**src/rtl/sdram_arbiter_if.sv**
```systemverilog
// sdram_arbiter_if: bundles both requester ports and the SDRAM controller
// command port of the arbiter.
//   slave  modport: the arbiter (consumes requests, drives the memory command)
//   master modport: the surrounding system (requesters + controller)
// Signal names keep the arbiter-relative _i/_o suffixes.
interface sdram_arbiter_if #(
  parameter int ADDR_W = 24
);
  // Port 0: video scan-out fetcher
  logic              req0_valid_i;
  logic              req0_we_i;
  logic [ADDR_W-1:0] req0_addr_i;
  logic [31:0]       req0_wdata_i;
  logic [3:0]        req0_wmask_i;
  logic              req0_ready_o;
  logic              req0_done_o;
  logic [31:0]       req0_rdata_o;
  // Port 1: CPU data bus
  logic              req1_valid_i;
  logic              req1_we_i;
  logic [ADDR_W-1:0] req1_addr_i;
  logic [31:0]       req1_wdata_i;
  logic [3:0]        req1_wmask_i;
  logic              req1_ready_o;
  logic              req1_done_o;
  logic [31:0]       req1_rdata_o;
  // SDRAM controller command port
  logic              mem_valid_o;
  logic              mem_we_o;
  logic [ADDR_W-1:0] mem_addr_o;
  logic [31:0]       mem_wdata_o;
  logic [3:0]        mem_wmask_o;
  logic              mem_ready_i;
  logic              mem_rvalid_i;
  logic [31:0]       mem_rdata_i;

  modport slave (
    input  req0_valid_i, req0_we_i, req0_addr_i, req0_wdata_i, req0_wmask_i,
    output req0_ready_o, req0_done_o, req0_rdata_o,
    input  req1_valid_i, req1_we_i, req1_addr_i, req1_wdata_i, req1_wmask_i,
    output req1_ready_o, req1_done_o, req1_rdata_o,
    output mem_valid_o, mem_we_o, mem_addr_o, mem_wdata_o, mem_wmask_o,
    input  mem_ready_i, mem_rvalid_i, mem_rdata_i
  );

  modport master (
    output req0_valid_i, req0_we_i, req0_addr_i, req0_wdata_i, req0_wmask_i,
    input  req0_ready_o, req0_done_o, req0_rdata_o,
    output req1_valid_i, req1_we_i, req1_addr_i, req1_wdata_i, req1_wmask_i,
    input  req1_ready_o, req1_done_o, req1_rdata_o,
    input  mem_valid_o, mem_we_o, mem_addr_o, mem_wdata_o, mem_wmask_o,
    output mem_ready_i, mem_rvalid_i, mem_rdata_i
  );
endinterface

```
**src/rtl/sdram_arbiter.sv**
```systemverilog
// sdram_arbiter: shares the single SDRAM controller command port between the
// video fetcher (port 0) and the CPU (port 1). One transaction in flight at a
// time; the granted command is registered, completion and read data are
// routed back to the granted port only.
//
// Ports:
//   clk      system clock, rising edge
//   reset_i  synchronous active-high reset
//   bus      sdram_arbiter_if.slave: both requester ports + controller port
//
// Parameters:
//   ADDR_W      word address width
//   MAX_STREAK  consecutive port-0 grants allowed while port 1 waits (aging)
//
// Build option: define SDRAM_ARB_AGING_EN to let a waiting port 1 win after
// MAX_STREAK consecutive port-0 grants. Undefined: strict port-0 priority.
module sdram_arbiter #(
  parameter int ADDR_W     = 24,
  parameter int MAX_STREAK = 4
) (
  input  logic              clk,
  input  logic              reset_i,
  sdram_arbiter_if.slave    bus
);

  // A zero streak limit would make port 0 lose every contested grant.
  if (MAX_STREAK < 1) begin : g_bad_max_streak
    $error("MAX_STREAK must be at least 1");
  end

  typedef enum logic [1:0] {
    IDLE    = 2'd0,
    ISSUE   = 2'd1,
    WAIT_RD = 2'd2
  } state_t;

  state_t            state_q, state_d;
  logic              gnt_q, gnt_d;
  logic              mem_valid_q, mem_valid_d;
  logic              mem_we_q, mem_we_d;
  logic [ADDR_W-1:0] mem_addr_q, mem_addr_d;
  logic [31:0]       mem_wdata_q, mem_wdata_d;
  logic [3:0]        mem_wmask_q, mem_wmask_d;
  logic              done0_q, done0_d;
  logic              done1_q, done1_d;
  logic [31:0]       rdata0_q, rdata0_d;
  logic [31:0]       rdata1_q, rdata1_d;
  logic              ready0, ready1;
  logic              aging_hit;
  logic              pick1;

`ifdef SDRAM_ARB_AGING_EN
  localparam int                  STREAK_W   = $clog2(MAX_STREAK + 1);
  localparam logic [STREAK_W-1:0] STREAK_MAX = STREAK_W'(MAX_STREAK);

  logic [STREAK_W-1:0] streak_q, streak_d;

  assign aging_hit = bus.req0_valid_i && bus.req1_valid_i && (streak_q == STREAK_MAX);
`else
  assign aging_hit = 1'b0;
`endif

  // Port 1 wins when it is alone, or when aging forces a turn.
  assign pick1 = bus.req1_valid_i && (!bus.req0_valid_i || aging_hit);

  always_comb begin
    state_d     = state_q;
    gnt_d       = gnt_q;
    mem_valid_d = mem_valid_q;
    mem_we_d    = mem_we_q;
    mem_addr_d  = mem_addr_q;
    mem_wdata_d = mem_wdata_q;
    mem_wmask_d = mem_wmask_q;
    done0_d     = 1'b0;
    done1_d     = 1'b0;
    rdata0_d    = rdata0_q;
    rdata1_d    = rdata1_q;
    ready0      = 1'b0;
    ready1      = 1'b0;
`ifdef SDRAM_ARB_AGING_EN
    streak_d    = streak_q;
`endif

    case (state_q)
      IDLE: begin
        if (bus.req0_valid_i || bus.req1_valid_i) begin
          mem_valid_d = 1'b1;
          state_d     = ISSUE;
          if (pick1) begin
            ready1      = 1'b1;
            gnt_d       = 1'b1;
            mem_we_d    = bus.req1_we_i;
            mem_addr_d  = bus.req1_addr_i;
            mem_wdata_d = bus.req1_wdata_i;
            mem_wmask_d = bus.req1_wmask_i;
          end else begin
            ready0      = 1'b1;
            gnt_d       = 1'b0;
            mem_we_d    = bus.req0_we_i;
            mem_addr_d  = bus.req0_addr_i;
            mem_wdata_d = bus.req0_wdata_i;
            mem_wmask_d = bus.req0_wmask_i;
          end
`ifdef SDRAM_ARB_AGING_EN
          // Only port-0 wins that leave port 1 waiting extend the streak.
          if (pick1 || !bus.req1_valid_i) begin
            streak_d = '0;
          end else if (streak_q != STREAK_MAX) begin
            streak_d = streak_q + STREAK_W'(1);
          end
`endif
        end
      end

      ISSUE: begin
        if (bus.mem_ready_i) begin
          mem_valid_d = 1'b0;
          if (mem_we_q) begin
            done0_d = !gnt_q;
            done1_d = gnt_q;
            state_d = IDLE;
          end else begin
            state_d = WAIT_RD;
          end
        end
      end

      WAIT_RD: begin
        if (bus.mem_rvalid_i) begin
          if (gnt_q) begin
            rdata1_d = bus.mem_rdata_i;
          end else begin
            rdata0_d = bus.mem_rdata_i;
          end
          done0_d = !gnt_q;
          done1_d = gnt_q;
          state_d = IDLE;
        end
      end

      default: state_d = IDLE;
    endcase
  end

  always_ff @(posedge clk) begin
    if (reset_i) begin
      state_q     <= IDLE;
      gnt_q       <= 1'b0;
      mem_valid_q <= 1'b0;
      mem_we_q    <= 1'b0;
      mem_addr_q  <= '0;
      mem_wdata_q <= '0;
      mem_wmask_q <= '0;
      done0_q     <= 1'b0;
      done1_q     <= 1'b0;
      rdata0_q    <= '0;
      rdata1_q    <= '0;
`ifdef SDRAM_ARB_AGING_EN
      streak_q    <= '0;
`endif
    end else begin
      state_q     <= state_d;
      gnt_q       <= gnt_d;
      mem_valid_q <= mem_valid_d;
      mem_we_q    <= mem_we_d;
      mem_addr_q  <= mem_addr_d;
      mem_wdata_q <= mem_wdata_d;
      mem_wmask_q <= mem_wmask_d;
      done0_q     <= done0_d;
      done1_q     <= done1_d;
      rdata0_q    <= rdata0_d;
      rdata1_q    <= rdata1_d;
`ifdef SDRAM_ARB_AGING_EN
      streak_q    <= streak_d;
`endif
    end
  end

  assign bus.req0_ready_o = ready0;
  assign bus.req1_ready_o = ready1;
  assign bus.req0_done_o  = done0_q;
  assign bus.req1_done_o  = done1_q;
  assign bus.req0_rdata_o = rdata0_q;
  assign bus.req1_rdata_o = rdata1_q;
  assign bus.mem_valid_o  = mem_valid_q;
  assign bus.mem_we_o     = mem_we_q;
  assign bus.mem_addr_o   = mem_addr_q;
  assign bus.mem_wdata_o  = mem_wdata_q;
  assign bus.mem_wmask_o  = mem_wmask_q;

endmodule
```
**src/flat_wrapper.sv**
```systemverilog
// flat-port wrapper written by rule: the top's interface ports become plain ports
module sdram_arbiter_flat 
#(
  parameter int ADDR_W     = 24,
  parameter int MAX_STREAK = 4
)
  (clk, reset_i, bus_req0_valid_i, bus_req0_we_i, bus_req0_addr_i, bus_req0_wdata_i, bus_req0_wmask_i, bus_req0_ready_o, bus_req0_done_o, bus_req0_rdata_o, bus_req1_valid_i, bus_req1_we_i, bus_req1_addr_i, bus_req1_wdata_i, bus_req1_wmask_i, bus_req1_ready_o, bus_req1_done_o, bus_req1_rdata_o, bus_mem_valid_o, bus_mem_we_o, bus_mem_addr_o, bus_mem_wdata_o, bus_mem_wmask_o, bus_mem_ready_i, bus_mem_rvalid_i, bus_mem_rdata_i);
  sdram_arbiter_if #(.ADDR_W(ADDR_W)) bus_i ();
  input  logic clk;
  input  logic reset_i;
  input wire logic [$bits(bus_i.req0_valid_i)-1:0] bus_req0_valid_i;
  input wire logic [$bits(bus_i.req0_we_i)-1:0] bus_req0_we_i;
  input wire logic [$bits(bus_i.req0_addr_i)-1:0] bus_req0_addr_i;
  input wire logic [$bits(bus_i.req0_wdata_i)-1:0] bus_req0_wdata_i;
  input wire logic [$bits(bus_i.req0_wmask_i)-1:0] bus_req0_wmask_i;
  output wire logic [$bits(bus_i.req0_ready_o)-1:0] bus_req0_ready_o;
  output wire logic [$bits(bus_i.req0_done_o)-1:0] bus_req0_done_o;
  output wire logic [$bits(bus_i.req0_rdata_o)-1:0] bus_req0_rdata_o;
  input wire logic [$bits(bus_i.req1_valid_i)-1:0] bus_req1_valid_i;
  input wire logic [$bits(bus_i.req1_we_i)-1:0] bus_req1_we_i;
  input wire logic [$bits(bus_i.req1_addr_i)-1:0] bus_req1_addr_i;
  input wire logic [$bits(bus_i.req1_wdata_i)-1:0] bus_req1_wdata_i;
  input wire logic [$bits(bus_i.req1_wmask_i)-1:0] bus_req1_wmask_i;
  output wire logic [$bits(bus_i.req1_ready_o)-1:0] bus_req1_ready_o;
  output wire logic [$bits(bus_i.req1_done_o)-1:0] bus_req1_done_o;
  output wire logic [$bits(bus_i.req1_rdata_o)-1:0] bus_req1_rdata_o;
  output wire logic [$bits(bus_i.mem_valid_o)-1:0] bus_mem_valid_o;
  output wire logic [$bits(bus_i.mem_we_o)-1:0] bus_mem_we_o;
  output wire logic [$bits(bus_i.mem_addr_o)-1:0] bus_mem_addr_o;
  output wire logic [$bits(bus_i.mem_wdata_o)-1:0] bus_mem_wdata_o;
  output wire logic [$bits(bus_i.mem_wmask_o)-1:0] bus_mem_wmask_o;
  input wire logic [$bits(bus_i.mem_ready_i)-1:0] bus_mem_ready_i;
  input wire logic [$bits(bus_i.mem_rvalid_i)-1:0] bus_mem_rvalid_i;
  input wire logic [$bits(bus_i.mem_rdata_i)-1:0] bus_mem_rdata_i;
  assign bus_i.req0_valid_i = bus_req0_valid_i;
  assign bus_i.req0_we_i = bus_req0_we_i;
  assign bus_i.req0_addr_i = bus_req0_addr_i;
  assign bus_i.req0_wdata_i = bus_req0_wdata_i;
  assign bus_i.req0_wmask_i = bus_req0_wmask_i;
  assign bus_req0_ready_o = bus_i.req0_ready_o;
  assign bus_req0_done_o = bus_i.req0_done_o;
  assign bus_req0_rdata_o = bus_i.req0_rdata_o;
  assign bus_i.req1_valid_i = bus_req1_valid_i;
  assign bus_i.req1_we_i = bus_req1_we_i;
  assign bus_i.req1_addr_i = bus_req1_addr_i;
  assign bus_i.req1_wdata_i = bus_req1_wdata_i;
  assign bus_i.req1_wmask_i = bus_req1_wmask_i;
  assign bus_req1_ready_o = bus_i.req1_ready_o;
  assign bus_req1_done_o = bus_i.req1_done_o;
  assign bus_req1_rdata_o = bus_i.req1_rdata_o;
  assign bus_mem_valid_o = bus_i.mem_valid_o;
  assign bus_mem_we_o = bus_i.mem_we_o;
  assign bus_mem_addr_o = bus_i.mem_addr_o;
  assign bus_mem_wdata_o = bus_i.mem_wdata_o;
  assign bus_mem_wmask_o = bus_i.mem_wmask_o;
  assign bus_i.mem_ready_i = bus_mem_ready_i;
  assign bus_i.mem_rvalid_i = bus_mem_rvalid_i;
  assign bus_i.mem_rdata_i = bus_mem_rdata_i;
  sdram_arbiter #(.ADDR_W(ADDR_W), .MAX_STREAK(MAX_STREAK)) u_core (.clk(clk), .reset_i(reset_i), .bus(bus_i));
endmodule
```
**config.mk**
```make
export PLATFORM = sky130hd
export DESIGN_NAME = sdram_arbiter_flat
export DESIGN_NICKNAME = d
export VERILOG_FILES = /design/src/rtl/sdram_arbiter_if.sv /design/src/rtl/sdram_arbiter.sv /design/src/flat_wrapper.sv
export SDC_FILE = /design/constraint.sdc
export NUM_CORES = 1
export LEC_CHECK = 0
export ABC_CLOCK_PERIOD_IN_PS = 1900
export BUFFER_PORTS_ARGS = -buffer_cell sky130_fd_sc_hd__buf_2
export CAP_MARGIN = 20
export CORE_MARGIN = 5
export CORE_UTILIZATION = 44
export DETAILED_ROUTE_END_ITERATION = 10
export PLACE_DENSITY = 0.8
export SLEW_MARGIN = 10
export SYNTH_ARGS = -nofsm -noshare
export SYNTH_HDL_FRONTEND = slang
export SYNTH_SLANG_ARGS = --single-unit
```
**constraint.sdc**
```tcl
create_clock -name clk -period 1.9 [get_ports clk]
set_input_delay 0.095 -clock clk [delete_from_list [all_inputs] [get_ports clk]]
set_output_delay 0.095 -clock clk [all_outputs]
set_load 0.01 [all_outputs]
```
==> metrics.yaml <==
pwr:
  ir_drop_mv: 0.579
  p_clk_share_pct: 40.7
  seq_power_share_pct: 36.3
  power.switching_mw: 2.55
  power.leakage_nw: 4.13
  internal_power_mw: 6.40
  power_density_nw_per_um2: 999
  switching_share_pct: 28.5
  comb_power_share_pct: 22.9
setup_path:
  rrSetupSlack_ns: 0.05
  slowest_stage: "a311oi_1"
  critical_path_class: "flop to flop"
  path_cells: "inv_1 -> ha_1 -> o21a_4 -> buf_12 -> nor2_1 -> a311oi_1"
  worstSetupStartpointType: "flop"
  worst_ep_required_time_ns: 2.17
  cp_max_fo: 38
  r2r-end: "u_core.bus.mem_addr_o[9]$_SDFFE_PP0P_"
  cp-end-kind: "flop"
  slowest_delay_ns: 0.40
  reg2reg_depth: 6
  worstReg2RegStart: "u_core.state_q[0]$_SDFFE_PP0P_"
  cp.arrival_ns: 2.13
logic_synthesis:
  synth_nets: 824
  synth.distinct_cells: 29
  synth-xor-area-share_pct: 0
  synth_top_family_by_area: "simple AND/OR/NAND/NOR gates"
  synth_mux_area_share_pct: 0.191
  synthFlopType: "dfxtp_1"
  synth_top_cell_area_share_pct: 50.0
  yosysSeqAreaShare_pct: 50.0
  yosys-top-cells-area: "dfxtp_1 (50%), nand2_1 (18%), a311oi_1 (10%), a21oi_1 (6.4%), nor2_1 (4.4%)"
  synth_compound_area_share_pct: 17.7
  yosysMostFrequentCell: "nand2_1"
  yosys.area_share.simple_pct: 24.4
  ys_warn_count: 0
  synth-edff-count: 0
  synth-seq-cells: 131
  netlist_instances: 661
  avgSynthCellArea_um2: 7.94
  syn-cell-area_um2: 5250
  ys_top_cells_by_count: "nand2_1 (253), dfxtp_1 (131), a21oi_1 (67)"
  ys_async_sr_fraction_pct: 0
  synth_fa_ha_area_share_pct: 0.715
  synth_area_leader_cell: "dfxtp_1"
sta:
  fin_crit_ns: 1.85
  min_period_over_period_pct: 97.6
  hold_viol: 0
  slew_headroom_pct: 50.3
  setup_viol: 0
  fin_setup_tns_ns: 0
  fmax_ghz: 0.539
  rsz0062_at_grt: "false"
  worst_pin_slew_ns: 0.746
  finalClockSkew_ns: 0.0129
  drv_slew: 0
die:
  die_y_um: 119
  io_pins: 290
  row_count: 39
  start_util_pct: 45.4
  design.core.area_um2: 11600
  die_x_um: 119
  die_area_um2: 14200
hold_path:
  min_from: "bus_req1_valid_i"
  hold_path.class: "input pin to flop"
  holdPathStages: 3
  min_to: "u_core.gnt_q$_SDFFE_PP0P_"
drt:
  drtAntennaViolNets: 0
  routed-via-count: 6968
  drt_iter0_markers: 748
  first_pass_iters: 5
  drc: 0
  wl_per_cell_um: 19.4
  wirelength_mm: 24.0
  viasPerCell: 5.62
clock_tree:
  clock_latency_ns: 0.42
  cts.sinks: 131
  clk_pin_slew_ns: 0.06
  cts_buffers: 17
  htreeDepth: 4
  cts-root-buf: "clkbuf_16"
  tritoncts: "yes"
  cts.path.max_buffers: 2
placed_design:
  dp_hpwl_mm: 12.0
  dp_cells: 1047
  numPortBuffers: 289
  routabilityCongestion: 0.817
flow_run:
  maxCapViolations: 0
grt:
  overflow: 0
  grt_max_degree: 69
  grt_pass1_vias: 7212
  grt_pass1_wl_mm: 36.7
  grtUsageTotal_pct: 32.5
  antenna_found_initial: 4
finish:
  drive_gt1_share_pct: 30.9
  final_cell_count_no_fill: 1240
  synthToLayoutAreaGrowth_pct: 70.7
  finalNetCount: 1243
run_status:
  status: "completed"
==> cell usage in the layout, fill, tap and decap left out, types with 2 or more instances in the layout <==
cell type	netlist	routed
buf_2	19	288
nor2_1	62	62
ha_1	3	3
a311oi_1	61	61
a21oi_1	67	67
bufinv_16	0	5
buf_12	3	8
clkbuf_16	0	17
buf_4	7	4
nand3b_1	2	2
inv_1	4	4
dfxtp_1	131	131
clkinv_2	0	2
clkinvlp_4	0	2
clkbuf_8	0	4
o211ai_1	2	2
nand2b_1	4	3
nand2_1	253	253
diode_2	0	5
dlygate4sd3_1	0	156
nand3_1	2	2
==> flip-flops by register name, summed over array words and instances, names as in the netlist <==
| register | count |
|---|---|
| u_core.bus.req1_done_o | 1 |
| u_core.state_q | 2 |
| u_core.bus.req1_rdata_o | 32 |
| u_core.bus.mem_wmask_o | 4 |
| u_core.bus.req0_rdata_o | 32 |
| u_core.bus.mem_valid_o | 1 |
| u_core.bus.req0_done_o | 1 |
| u_core.bus.mem_we_o | 1 |
| u_core.gnt_q | 1 |
| u_core.bus.mem_addr_o | 24 |
| u_core.bus.mem_wdata_o | 32 |
==> cell families after synthesis <==
logic type               after synthesis
adder cells (fa/ha/maj)                3
flip-flops                           131
multiplexers                           1
buffers and inverters                 61
AO/OA/AOI/OAI                        135
AND/OR/NAND/NOR                      330
==> timing repair <==
action                                  CTS  global route
endpoints found under the setup margin    0             2
hold buffers                            156             0
hold endpoints to repair                127             0
gates resized for setup                   0             0
setup buffers                             0             0
==> per-layer routing <==
metal,wire length [µm],part of all wire [%],vias up,global-route usage [%]
met5,0,0,-,0
met1,8240,34,3178,33.9
met3,2490,10,162,9.62
li1,-,-,3072,-
met2,11600,48,556,55.6
met4,1730,7.2,0,23.2
==> how the worst max path moves through the flow <==
stage | from | slack [ns] | to | depth (start not counted)
after floorplan | u_core.state_q[0]$_SDFFE_PP0P_ | 0.49 | u_core.bus.mem_wdata_o[14]$_SDFFE_PP0P_ | 7
after global placement | u_core.state_q[0]$_SDFFE_PP0P_ | 0.33 | u_core.bus.mem_addr_o[18]$_SDFFE_PP0P_ | 6
after detailed placement | u_core.state_q[0]$_SDFFE_PP0P_ | 0.24 | u_core.bus.mem_addr_o[15]$_SDFFE_PP0P_ | 6
after CTS | u_core.state_q[0]$_SDFFE_PP0P_ | 0.19 | u_core.bus.mem_addr_o[20]$_SDFFE_PP0P_ | 6
after global routing | u_core.state_q[0]$_SDFFE_PP0P_ | 0.03 | u_core.bus.mem_addr_o[9]$_SDFFE_PP0P_ | 6
final | u_core.state_q[0]$_SDFFE_PP0P_ | 0.05 | u_core.bus.mem_addr_o[9]$_SDFFE_PP0P_ | 6
==> critical path, delay by kind of cell, from the launching register on <==
kind	cells	cell delay, ns
AND/OR/NAND/NOR	1	0.07
flip-flops	1	0.32
AO/OA/AOI/OAI	2	0.71
adder cells (fa/ha/maj)	1	0.29
buffers and inverters	2	0.32
==> through the flow <==
step | worst slack [ns] | power (mW) | area (µm²) | hold slack (ns) | util [%]
2_1_floorplan | 0.494 | 4.28 | 5250 | 0.231 | -
3_3_place_gp | 0.332 | 4.82 | 6720 | 0.350 | 58.1
3_5_place_dp | 0.237 | 4.85 | 6720 | 0.352 | 58.1
4_1_cts | 0.187 | 8.71 | 8940 | 0.0507 | 77.3
5_1_grt | 0.0255 | 9.24 | 8960 | 0.0961 | 77.5
6_report | 0.0459 | 8.95 | 8960 | 0.0790 | 77.5
==> power by group through the flow <==
stage	Combinational, mW	Sequential [mW]	Clock (mW)
floorplan	0.893	3.38	0
global placement	1.57	3.25	0
detailed placement	1.60	3.25	0
CTS	1.85	3.20	3.65
global route	2.17	3.27	3.79
finish	2.05	3.25	3.65
==> layout make-up <==
| class | instances | area, µm² |
|---|---|---|
| diodes | 5 | 12.5 |
| flip-flops and latches | 131 | 2620 |
| repair buffers | 456 | 3190 |
| well taps | 143 | 179 |
| fillers | 687 | 2600 |
| clock buffers | 22 | 484 |
| clock inverters | 9 | 175 |
| multi-input cells | 470 | 2280 |
| inverters | 4 | 15.0 |
Note: power is estimated with default switching activity, not from simulation.
